[config.mk]
export PLATFORM = sky130hd
export DESIGN_NAME = pe_datapath_responder
export DESIGN_NICKNAME = d
export VERILOG_FILES = /design/src/rtl/pe_datapath_responder.sv
export SDC_FILE = /design/constraint.sdc
export NUM_CORES = 1
export LEC_CHECK = 0
export CORE_MARGIN = 1
export CORE_UTILIZATION = 30
export CTS_CLUSTER_SIZE = 30
export DETAILED_ROUTE_END_ITERATION = 7
export PLACE_DENSITY = 0.62
export SLEW_MARGIN = 20
export SYNTH_ARGS = -nofsm -noshare
export SYNTH_HDL_FRONTEND = slang
export SYNTH_SLANG_ARGS = --single-unit
[constraint.sdc]
create_clock -name clk -period 6.1 [get_ports clk]
set_input_delay 1.22 -clock clk [delete_from_list [all_inputs] [get_ports clk]]
set_output_delay 1.22 -clock clk [all_outputs]
set_load 0.005 [all_outputs]
[src/rtl/pe_datapath_responder.sv]
// Datapath responder for the PE controller: fetches DEPTH word pairs, XNOR-popcounts,
// accumulates a saturating signed dot product and residual-binarizes it over LEVELS gammas.
module pe_datapath_responder #(
  parameter int WORD_W = 32,
  parameter int DEPTH  = 16,
  parameter int ADDR_W = 4,
  parameter int ACC_W  = 16,
  parameter int LEVELS = 2
) (
  input  logic                    clk,
  input  logic                    rst,
  input  logic                    is_read,
  input  logic                    add_pcnts,
  input  logic                    continue_pcnt,
  input  logic                    continue_acc,
  input  logic                    is_count,
  input  logic                    binarize_start,
  input  logic                    finish,
  output logic                    mem_en,
  output logic [ADDR_W-1:0]       mem_addr,
  input  logic [WORD_W-1:0]       act_rdata,
  input  logic [WORD_W-1:0]       wgt_rdata,
  input  logic [LEVELS*ACC_W-1:0] gamma,
  output logic                    ready_to_pick,
  output logic                    pcnt_done,
  output logic                    acc_done,
  output logic                    cnt_done,
  output logic                    read_done,
  output logic                    finish_all,
  output logic [LEVELS-1:0]       out_bits,
  output logic                    out_valid,
  output logic                    proto_err
);
  localparam int PC_W  = $clog2(WORD_W + 1);
  localparam int LV_W  = $clog2(LEVELS + 1);
  localparam int SUM_W = ACC_W + PC_W + 2;
  localparam logic [ADDR_W:0] DEPTH_C = (ADDR_W + 1)'(DEPTH);
  localparam logic signed [SUM_W-1:0] SAT_MAX = (SUM_W'(1) <<< (ACC_W - 1)) - SUM_W'(1);
  localparam logic signed [SUM_W-1:0] SAT_MIN = -SAT_MAX;

  typedef enum logic [1:0] {BIN_IDLE, BIN_STEP, BIN_DONE} binState_t;

  binState_t state, nextState;

  logic [ADDR_W:0]          wordCnt, wordCntInc;
  logic                     readPend, cpPrev;
  logic [WORD_W-1:0]        dataR;
  logic [PC_W-1:0]          pcnt, pcntNext;
  logic signed [ACC_W-1:0]  acc, accNext, residual, resNext;
  logic signed [SUM_W-1:0]  accSum, resSum, gammaExt;
  logic [ACC_W-1:0]         gammaSel;
  logic [LV_W-1:0]          lvlCnt;
  logic readyToPickR, pcntDoneR, accDoneR, cntDoneR, readDoneR, protoErrR;
  logic [LEVELS-1:0]        outBitsR;
  logic readOk, readErr, countOk, countErr, binErr, pcntFirst;
  logic binLoad, binStep, finishAllC;
  logic unusedAddPcnts;

  assign unusedAddPcnts = add_pcnts;

  function automatic logic signed [ACC_W-1:0] sat(input logic signed [SUM_W-1:0] v);
    if (v > SAT_MAX) return ACC_W'(SAT_MAX);
    if (v < SAT_MIN) return ACC_W'(SAT_MIN);
    return ACC_W'(v);
  endfunction

  // finish overrides every strobe; is_count takes priority over a concurrent is_read
  always_comb begin
    wordCntInc = wordCnt + 1'b1;
    readOk    = is_read && !finish && !is_count && !readyToPickR && (wordCnt != DEPTH_C);
    readErr   = is_read && !finish && !readOk;
    countOk   = is_count && !finish && accDoneR;
    countErr  = is_count && !finish && !accDoneR;
    binErr    = binarize_start && !finish && !readDoneR;
    pcntFirst = continue_pcnt && !cpPrev && !finish;
  end

  always_comb begin
    pcntNext = '0;
    for (int unsigned i = 0; i < WORD_W; i++) pcntNext = pcntNext + PC_W'(dataR[i]);
    accSum  = SUM_W'(acc) + (SUM_W'($signed({1'b0, pcnt})) <<< 1) - SUM_W'(WORD_W);
    accNext = sat(accSum);
  end

  always_comb begin
    gammaSel = '0;
    for (int unsigned l = 0; l < LEVELS; l++)
      if (lvlCnt == LV_W'(l)) gammaSel = gamma[l*ACC_W +: ACC_W];
    gammaExt = SUM_W'($signed({1'b0, gammaSel}));
    resSum   = residual[ACC_W-1] ? SUM_W'(residual) + gammaExt : SUM_W'(residual) - gammaExt;
    resNext  = sat(resSum);
  end

  always_ff @(posedge clk or posedge rst) begin
    if (rst) state <= BIN_IDLE;
    else     state <= nextState;
  end

  always_comb begin
    nextState = state;
    if (finish) nextState = BIN_IDLE;
    else begin
      case (state)
        BIN_IDLE: if (binarize_start && readDoneR) nextState = BIN_STEP;
        BIN_STEP: if (binarize_start && lvlCnt == LV_W'(LEVELS - 1)) nextState = BIN_DONE;
        BIN_DONE: nextState = BIN_DONE;
        default:  nextState = BIN_IDLE;
      endcase
    end
  end

  always_comb begin
    binLoad    = (state == BIN_IDLE) && (nextState == BIN_STEP);
    binStep    = (state == BIN_STEP) && binarize_start && !finish;
    finishAllC = (state == BIN_DONE);
  end

  always_ff @(posedge clk or posedge rst) begin
    if (rst) begin
      wordCnt <= '0; readPend <= 1'b0; cpPrev <= 1'b0; dataR <= '0; pcnt <= '0;
      acc <= '0; residual <= '0; lvlCnt <= '0; outBitsR <= '0;
      readyToPickR <= 1'b0; pcntDoneR <= 1'b0; accDoneR <= 1'b0;
      cntDoneR <= 1'b0; readDoneR <= 1'b0;
    end else if (finish) begin
      wordCnt <= '0; readPend <= 1'b0; cpPrev <= continue_pcnt; pcnt <= '0;
      acc <= '0; residual <= '0; lvlCnt <= '0;
      readyToPickR <= 1'b0; pcntDoneR <= 1'b0; accDoneR <= 1'b0;
      cntDoneR <= 1'b0; readDoneR <= 1'b0;
    end else begin
      cpPrev    <= continue_pcnt;
      readPend  <= readOk;
      pcntDoneR <= pcntFirst;
      if (readOk) cntDoneR <= 1'b0;
      if (readPend) begin
        dataR        <= ~(act_rdata ^ wgt_rdata);
        readyToPickR <= 1'b1;
      end
      if (pcntFirst) begin
        pcnt         <= pcntNext;
        readyToPickR <= 1'b0;
      end
      if (continue_acc) begin
        acc      <= accNext;
        accDoneR <= 1'b1;
      end
      if (countOk) begin
        accDoneR <= 1'b0;
        wordCnt  <= wordCntInc;
        if (wordCntInc == DEPTH_C) readDoneR <= 1'b1;
        else                       cntDoneR  <= 1'b1;
      end
      if (binLoad) begin
        residual <= acc;
        lvlCnt   <= '0;
      end
      if (binStep) begin
        for (int unsigned l = 0; l < LEVELS; l++)
          if (lvlCnt == LV_W'(l)) outBitsR[l] <= !residual[ACC_W-1];
        residual <= resNext;
        lvlCnt   <= lvlCnt + 1'b1;
      end
    end
  end

  always_ff @(posedge clk or posedge rst) begin
    if (rst)                              protoErrR <= 1'b0;
    else if (readErr || countErr || binErr) protoErrR <= 1'b1;
  end

  assign mem_en        = readOk;
  assign mem_addr      = wordCnt[ADDR_W-1:0];
  assign ready_to_pick = readyToPickR;
  assign pcnt_done     = pcntDoneR;
  assign acc_done      = accDoneR;
  assign cnt_done      = cntDoneR;
  assign read_done     = readDoneR;
  assign finish_all    = finishAllC;
  assign out_bits      = outBitsR;
  assign out_valid     = finish;
  assign proto_err     = protoErrR;
endmodule

==> impl_metrics.env, run 1 <==
export IMPL_dr_total_vias=6711
export IMPL_cts_tree="built"
export IMPL_insertion_delay_ps=350
export IMPL_viasPerCell=5.06
export IMPL_routedWlPerCell_um=14.3
export IMPL_synth_edff_count=0
export IMPL_path_buf_inv=1
export IMPL_grt_pass1_wl_mm=31.6
export IMPL_nFillCells=2611
export IMPL_yosysWarnings=0
export IMPL_leakagePower_uw=0.00410
export IMPL_drtIter0Drc=296
export IMPL_synth_top_area_share_pct=28.8
export IMPL_regArea_mm2=0.00223
export IMPL_cts_hold_repair_buffers=0
export IMPL_placed_cells=1311
export IMPL_numCtsBuffers=9
export IMPL_drc=0
export IMPL_report_final_slew_viol_count=0
export IMPL_ctsResizeCount=0
export IMPL_clk_pin_slew_ps=60
export IMPL_htreeDepth=3
export IMPL_rsz0062_at_grt="no"
export IMPL_grtUsageTotal_pct=14.7
export IMPL_whs_ps=478
export IMPL_min_to="dataR[5]$_DFFE_PP0P_"
export IMPL_maxCapViolCount=0
export IMPL_reg2regPathDepth=18
export IMPL_period_minus_slack_ps=5580
export IMPL_finalSetupViolCount=0
export IMPL_dr_wl_met3_um=846
export IMPL_highest_layer="met4"
export IMPL_reg2reg_to="residual[4]$_DFFE_PP0P_"
export IMPL_core_area_mm2=0.0253
export IMPL_min_from="dataR[5]$_DFFE_PP0P_"
export IMPL_min_path_type="register to register"
export IMPL_row_count=58
export IMPL_met2WireLength_mm=9.30
export IMPL_grt_overflow=0
export IMPL_syn_nets=1080
export IMPL_cp_slowest_cell="nor3_1"
export IMPL_worst_setup_path_type="input pin to register"
export IMPL_synth_cell_type_count=87
export IMPL_antenna_found_initial=0
export IMPL_grt_pass1_vias=6517
export IMPL_ant_nets=0
export IMPL_ys_flop_type="dfrtp_1"
export IMPL_ys_seq_area_share_pct=28.8
export IMPL_slew_headroom_pct=23.9
export IMPL_tightest_slew_ps=1140
export IMPL_async_reset_ff_share_pct=100
export IMPL_area_growth_pct=23.0
export IMPL_start_util_pct=30.6
export IMPL_cts_root_buf="clkbuf_16"
export IMPL_dp_hpwl_mm=15.0
export IMPL_netlist_area_mm2=0.00774
export IMPL_p_per_area_mw_per_mm2=526
export IMPL_syn_inst=899
export IMPL_final_setup_skew_ps=7.39
export IMPL_yosys_top_cells_count="nand2_1, a21oi_1, dfrtp_1"
export IMPL_grt_max_degree=65
export IMPL_fin_cells=1327
export IMPL_wl_mm=19.0
export IMPL_multi_input_area_mm2=0.00504
export IMPL_crit_path_end_kind="register"
export IMPL_crit_family="compound AO/OA/AOI/OAI gates"
export IMPL_cpPeakStageDelay_ps=530
export IMPL_critPathArrivalTime_ps=5810
export IMPL_synthTopCellsByArea="dfrtp_1, ha_1, fa_1"
export IMPL_min_period_over_period_pct=91.4
export IMPL_crit_chain="clkdlybuf4s50_1, nand2_1, nor2_1, a21oi_1, ha_1, o211ai_1, nor3_1, nor2_1, xnor2_1, ha_1, a2111oi_2, o21ai_1, a2111oi_2, o31a_2, a21oi_1, nor4_4, nand3_1, a22o_1"
export IMPL_fin_nets=1173
export IMPL_cp_max_fo=6
export IMPL_critPathLaunchType="input pin"
export IMPL_syn_area_per_cell_um2=8.61
export IMPL_design_die_area_mm2=0.0264
export IMPL_cts_max_path_buffers=2
export IMPL_firstDrtPassIters=5
export IMPL_vdd_ir_drop_max_mv=0.530
export IMPL_place_congestion=0.875
export IMPL_fmax_ghz=0.179
export IMPL_antenna_cells=0
export IMPL_total_power_uw=5010
export IMPL_startpoint="gamma[1]"
export IMPL_fin_tns_setup_ps=0
export IMPL_die_y_um=163
export IMPL_io_pins=120
export IMPL_ys_ff_latch=89
export IMPL_status="complete, no violations"
export IMPL_clkSinkCount=89
export IMPL_r2r_start="lvlCnt[1]$_DFFE_PP0P_"
export IMPL_min_path_cells=2
export IMPL_m1WireLength_mm=8.61
export IMPL_drive_above_1_share_pct=5.12
export IMPL_rrSetupSlack_ps=770
export IMPL_fp_dieW_um=163
export IMPL_post_cts_setup_buffer_count=0
export IMPL_yosysMostFrequentCell="nand2_1"
export IMPL_yosys_area_top_type="dfrtp_1"
export IMPL_critPathRequiredTime_ps=6330
export IMPL_finalHoldViolations=0
export IMPL_io_buffers=118
==> routing by layer <==
metal	vias to the layer above	track usage [%]
met5	-	0
li1	3384	-
met2	182	26.2
met3	20	1.99
met1	3125	18.6
met4	0	3.70
==> power breakdown <==
group	internal [uW]	total [uW]	leakage (uW)	switching (uW)
registers	708	811	0.00117	103
clock network	369	598	0.000159	228
logic	1630	3600	0.00277	1970
==> logic make-up after synthesis <==
family / Yosys count / share of synthesized area (%)
AO/OA/AOI/OAI: 298 / 25.1
AND/OR/NAND/NOR: 241 / 16.2
buffers and inverters: 119 / 6.29
flip-flops: 89 / 28.8
adder cells (fa/ha/maj): 77 / 14.9
XOR/XNOR: 64 / 7.34
multiplexers: 11 / 1.44
==> layout by cell type, fill, tap and decap left out, drive strengths merged, types with 14 or more instances in the layout <==
cell,instances
a211oi,18
a21oi,91
clkdlybuf4s50,118
dfrtp,89
fa,26
ha,50
inv,76
nand2,94
nand3,14
nor2,45
nor3,14
o21a,14
o21ai,83
xnor2,24
xor2,40
==> worst max-delay path by stage <==
stage / endpoint / slack [ps] / cells after the start
2_1_floorplan: residual[12]$_DFFE_PP0P_ / 1140 / 22
3_3_place_gp: residual[12]$_DFFE_PP0P_ / 260 / 19
3_5_place_dp: residual[12]$_DFFE_PP0P_ / 200 / 19
4_1_cts: residual[12]$_DFFE_PP0P_ / 530 / 19
5_1_grt: residual[4]$_DFFE_PP0P_ / 80 / 18
6_report: residual[4]$_DFFE_PP0P_ / 520 / 18
==> through the flow <==
stage | setup slack [ps] | util [%] | area (um2)
2_1_floorplan | 1140 | - | 7740
3_3_place_gp | 265 | 36.4 | 9190
3_5_place_dp | 197 | 36.4 | 9190
4_1_cts | 532 | 37.7 | 9510
5_1_grt | 83.5 | 37.7 | 9520
6_report | 522 | 37.7 | 9520
==> worst min-delay path, delay by kind of cell, from the launching register on <==
kind | cells | cell delay [ps]
AOI/OAI and AO/OA | 1 | 60
and+or+nand+nor | 1 | 50
DFF | 1 | 340
==> registers in the layout (all words and copies together) (netlist names) <==
register / flops
readPend: 1
cnt_done: 1
acc: 16
residual: 16
lvlCnt: 2
cpPrev: 1
pcnt_done: 1
wordCnt: 5
pcnt: 6
out_bits: 2
proto_err: 1
acc_done: 1
ready_to_pick: 1
read_done: 1
dataR: 32
state: 2
==> final cells by class <==
| type | count | share of cell area, % |
|---|---|---|
| sequential | 89 | 23.4 |
| tap | 330 | 4.34 |
| timing repair buffer | 124 | 12.9 |
| inverter | 77 | 3.05 |
| multi-input combinational | 691 | 53.0 |
| clock buffer | 11 | 2.55 |
| clock inverter | 5 | 0.828 |
Note: power is estimated with default switching activity, not from simulation.
==> run 2: changes to the inputs <==
--- a/config.mk
+++ b/config.mk
@@ -7,7 +7,6 @@
 export LEC_CHECK = 0
 export CORE_MARGIN = 1
 export CORE_UTILIZATION = 30
-export CTS_CLUSTER_SIZE = 30
 export DETAILED_ROUTE_END_ITERATION = 7
 export PLACE_DENSITY = 0.62
 export SLEW_MARGIN = 20
==> constraint.sdc (replaced) <==
create_clock -name clk -period 5.68 [get_ports clk]
set_input_delay 1.136 -clock clk [delete_from_list [all_inputs] [get_ports clk]]
set_output_delay 1.136 -clock clk [all_outputs]
set_load 0.005 [all_outputs]
==> run 2 against run 1 <==
Against the previous run:
- global-route usage is 0.13 points higher
- die area stayed put
- first-iteration DRC count rose by 9.1%
- via count decreased by 1.1%
- count of clock-buffer cells in the layout is the same
- wire length fell by 1.0%
- critical endpoint is now residual[8]$_DFFE_PP0P_
==> impl_metrics.env, run 2 (same netlist as run 1, synthesis figures left out) <==
export IMPL_area_growth_pct=23.6
export IMPL_dp_hpwl_mm=14.9
export IMPL_period_minus_slack_ps=5190
export IMPL_critPathArrivalTime_ps=5420
export IMPL_status="complete, no violations"
export IMPL_numCtsBuffers=9
export IMPL_regArea_mm2=0.00223
export IMPL_leakagePower_uw=0.00413
export IMPL_drive_above_1_share_pct=5.68
export IMPL_ant_nets=0
export IMPL_total_power_uw=5350
export IMPL_io_pins=120
export IMPL_dr_wl_met3_um=834
export IMPL_row_count=58
export IMPL_top_register="dataR"
export IMPL_insertion_delay_ps=350
export IMPL_nFillCells=2629
export IMPL_multi_input_area_mm2=0.00504
export IMPL_largest_reg_flops=32
export IMPL_vdd_ir_drop_max_mv=0.821
export IMPL_cts_tree="built"
export IMPL_tightest_slew_ps=1100
export IMPL_m1WireLength_mm=8.61
export IMPL_rsz0062_at_grt="no"
export IMPL_fin_cells=1333
export IMPL_io_buffers=118
export IMPL_highest_layer="met4"
export IMPL_final_area_mm2=0.00957
export IMPL_clk_pin_slew_ps=60
export IMPL_finalHoldViolations=0
export IMPL_grt_max_degree=65
export IMPL_antenna_found_initial=0
export IMPL_rrSetupSlack_ps=710
export IMPL_layout_commonest_cell="clkdlybuf4s50_1"
export IMPL_die_y_um=163
export IMPL_fin_ws_ps=492
export IMPL_fin_tns_setup_ps=0
export IMPL_ctsResizeCount=0
export IMPL_met2WireLength_mm=9.05
export IMPL_top_regs="dataR x32, acc x16, residual x16"
export IMPL_crit_path_end_kind="register"
export IMPL_fp_dieW_um=163
export IMPL_placed_cells=1317
export IMPL_design_die_area_mm2=0.0264
export IMPL_critPathRequiredTime_ps=5910
export IMPL_min_period_over_period_pct=91.3
export IMPL_p_per_area_mw_per_mm2=559
export IMPL_report_final_slew_viol_count=0
export IMPL_layout_common_cells="clkdlybuf4s50_1, nand2_1, a21oi_1, dfrtp_1, inv_1"
export IMPL_min_path_type="register to register"
export IMPL_start_util_pct=30.6
export IMPL_core_area_mm2=0.0253
export IMPL_worst_setup_path_type="input pin to register"
export IMPL_routedWlPerCell_um=14.1
export IMPL_cts_root_buf="clkbuf_16"
export IMPL_grt_pass1_wl_mm=32.1
export IMPL_final_setup_skew_ps=6.70
export IMPL_maxCapViolCount=0
export IMPL_wl_mm=18.8
export IMPL_clkSinkCount=89
export IMPL_place_congestion=0.875
export IMPL_slew_headroom_pct=26.2
export IMPL_htreeDepth=3
export IMPL_cp_max_fo=7
export IMPL_fmax_ghz=0.193
export IMPL_finalSetupViolCount=0
export IMPL_cts_max_path_buffers=2
export IMPL_grtUsageTotal_pct=14.8
export IMPL_viasPerCell=4.98
export IMPL_post_cts_setup_buffer_count=0
export IMPL_dr_total_vias=6637
export IMPL_dpl_cell_area_mm2=0.00923
export IMPL_grt_overflow=0
export IMPL_antenna_cells=0
export IMPL_grt_pass1_vias=6642
export IMPL_place_ws_ps=187
export IMPL_critPathLaunchType="input pin"
export IMPL_drc=0
export IMPL_firstDrtPassIters=5
export IMPL_fin_nets=1179
export IMPL_cts_hold_repair_buffers=0
export IMPL_drtIter0Drc=323
## run 2: cell count changes in the layout (fill, tap and decap cells not counted)
| cell | change |
|---|---|
| buf_4 | +6 |
## run 2: worst max-delay path, stage by stage
cell	delay, ps
clkdlybuf4s50_1	430
nand2_1	70
nor2_1	50
a21oi_1	190
ha_1	240
o211ai_1	180
nor3_1	300
nor2_1	90
xnor2_1	170
ha_1	260
a21oi_1	470
nand2_1	170
o21a_1	240
o41ai_1	510
xnor2_1	240
nand4b_1	160
nand3_2	130
nand3_1	170
a22o_1	230
## run 2: layer usage
metal | vias up | track usage [%]
li1 | 3398 | -
met1 | 3036 | 18.5
met2 | 177 | 26.4
met3 | 26 | 2.06
met4 | 0 | 4.55
met5 | - | 0
## run 2: layout make-up
cell class                 count  area share [%]
multi-input combinational    691            52.7
tap                          330            4.32
clock buffer                  11            2.54
sequential                    89            23.3
inverter                      77            3.03
clock inverter                 5           0.824
timing repair buffer         130            13.3
## run 2: final timing paths
check / startpoint / endpoint / cells past startpoint
max: gamma[1] / residual[8]$_DFFE_PP0P_ / 19
min: dataR[24]$_DFFE_PP0P_ / dataR[24]$_DFFE_PP0P_ / 2
max reg2reg: lvlCnt[0]$_DFFE_PP0P_ / residual[8]$_DFFE_PP0P_ / 20
min reg2reg: dataR[24]$_DFFE_PP0P_ / dataR[24]$_DFFE_PP0P_ / 2
max in group asynchronous: rst / acc[9]$_DFFE_PP0P_ / 3
min in group asynchronous: rst / ready_to_pick$_DFFE_PP0P_ / 2
## run 2: report_power, final
group          switching, uW  internal (uW)
clock network            248            397
logic                   2090           1750
registers                110            760
## run 2: through the flow
stage               hold WS [ps]  utilization (%)
finish                       482             37.9
global route                 500             37.9
CTS                          486             37.8
detailed placement           462             36.6
global placement             463             36.6
floorplan                    450                -
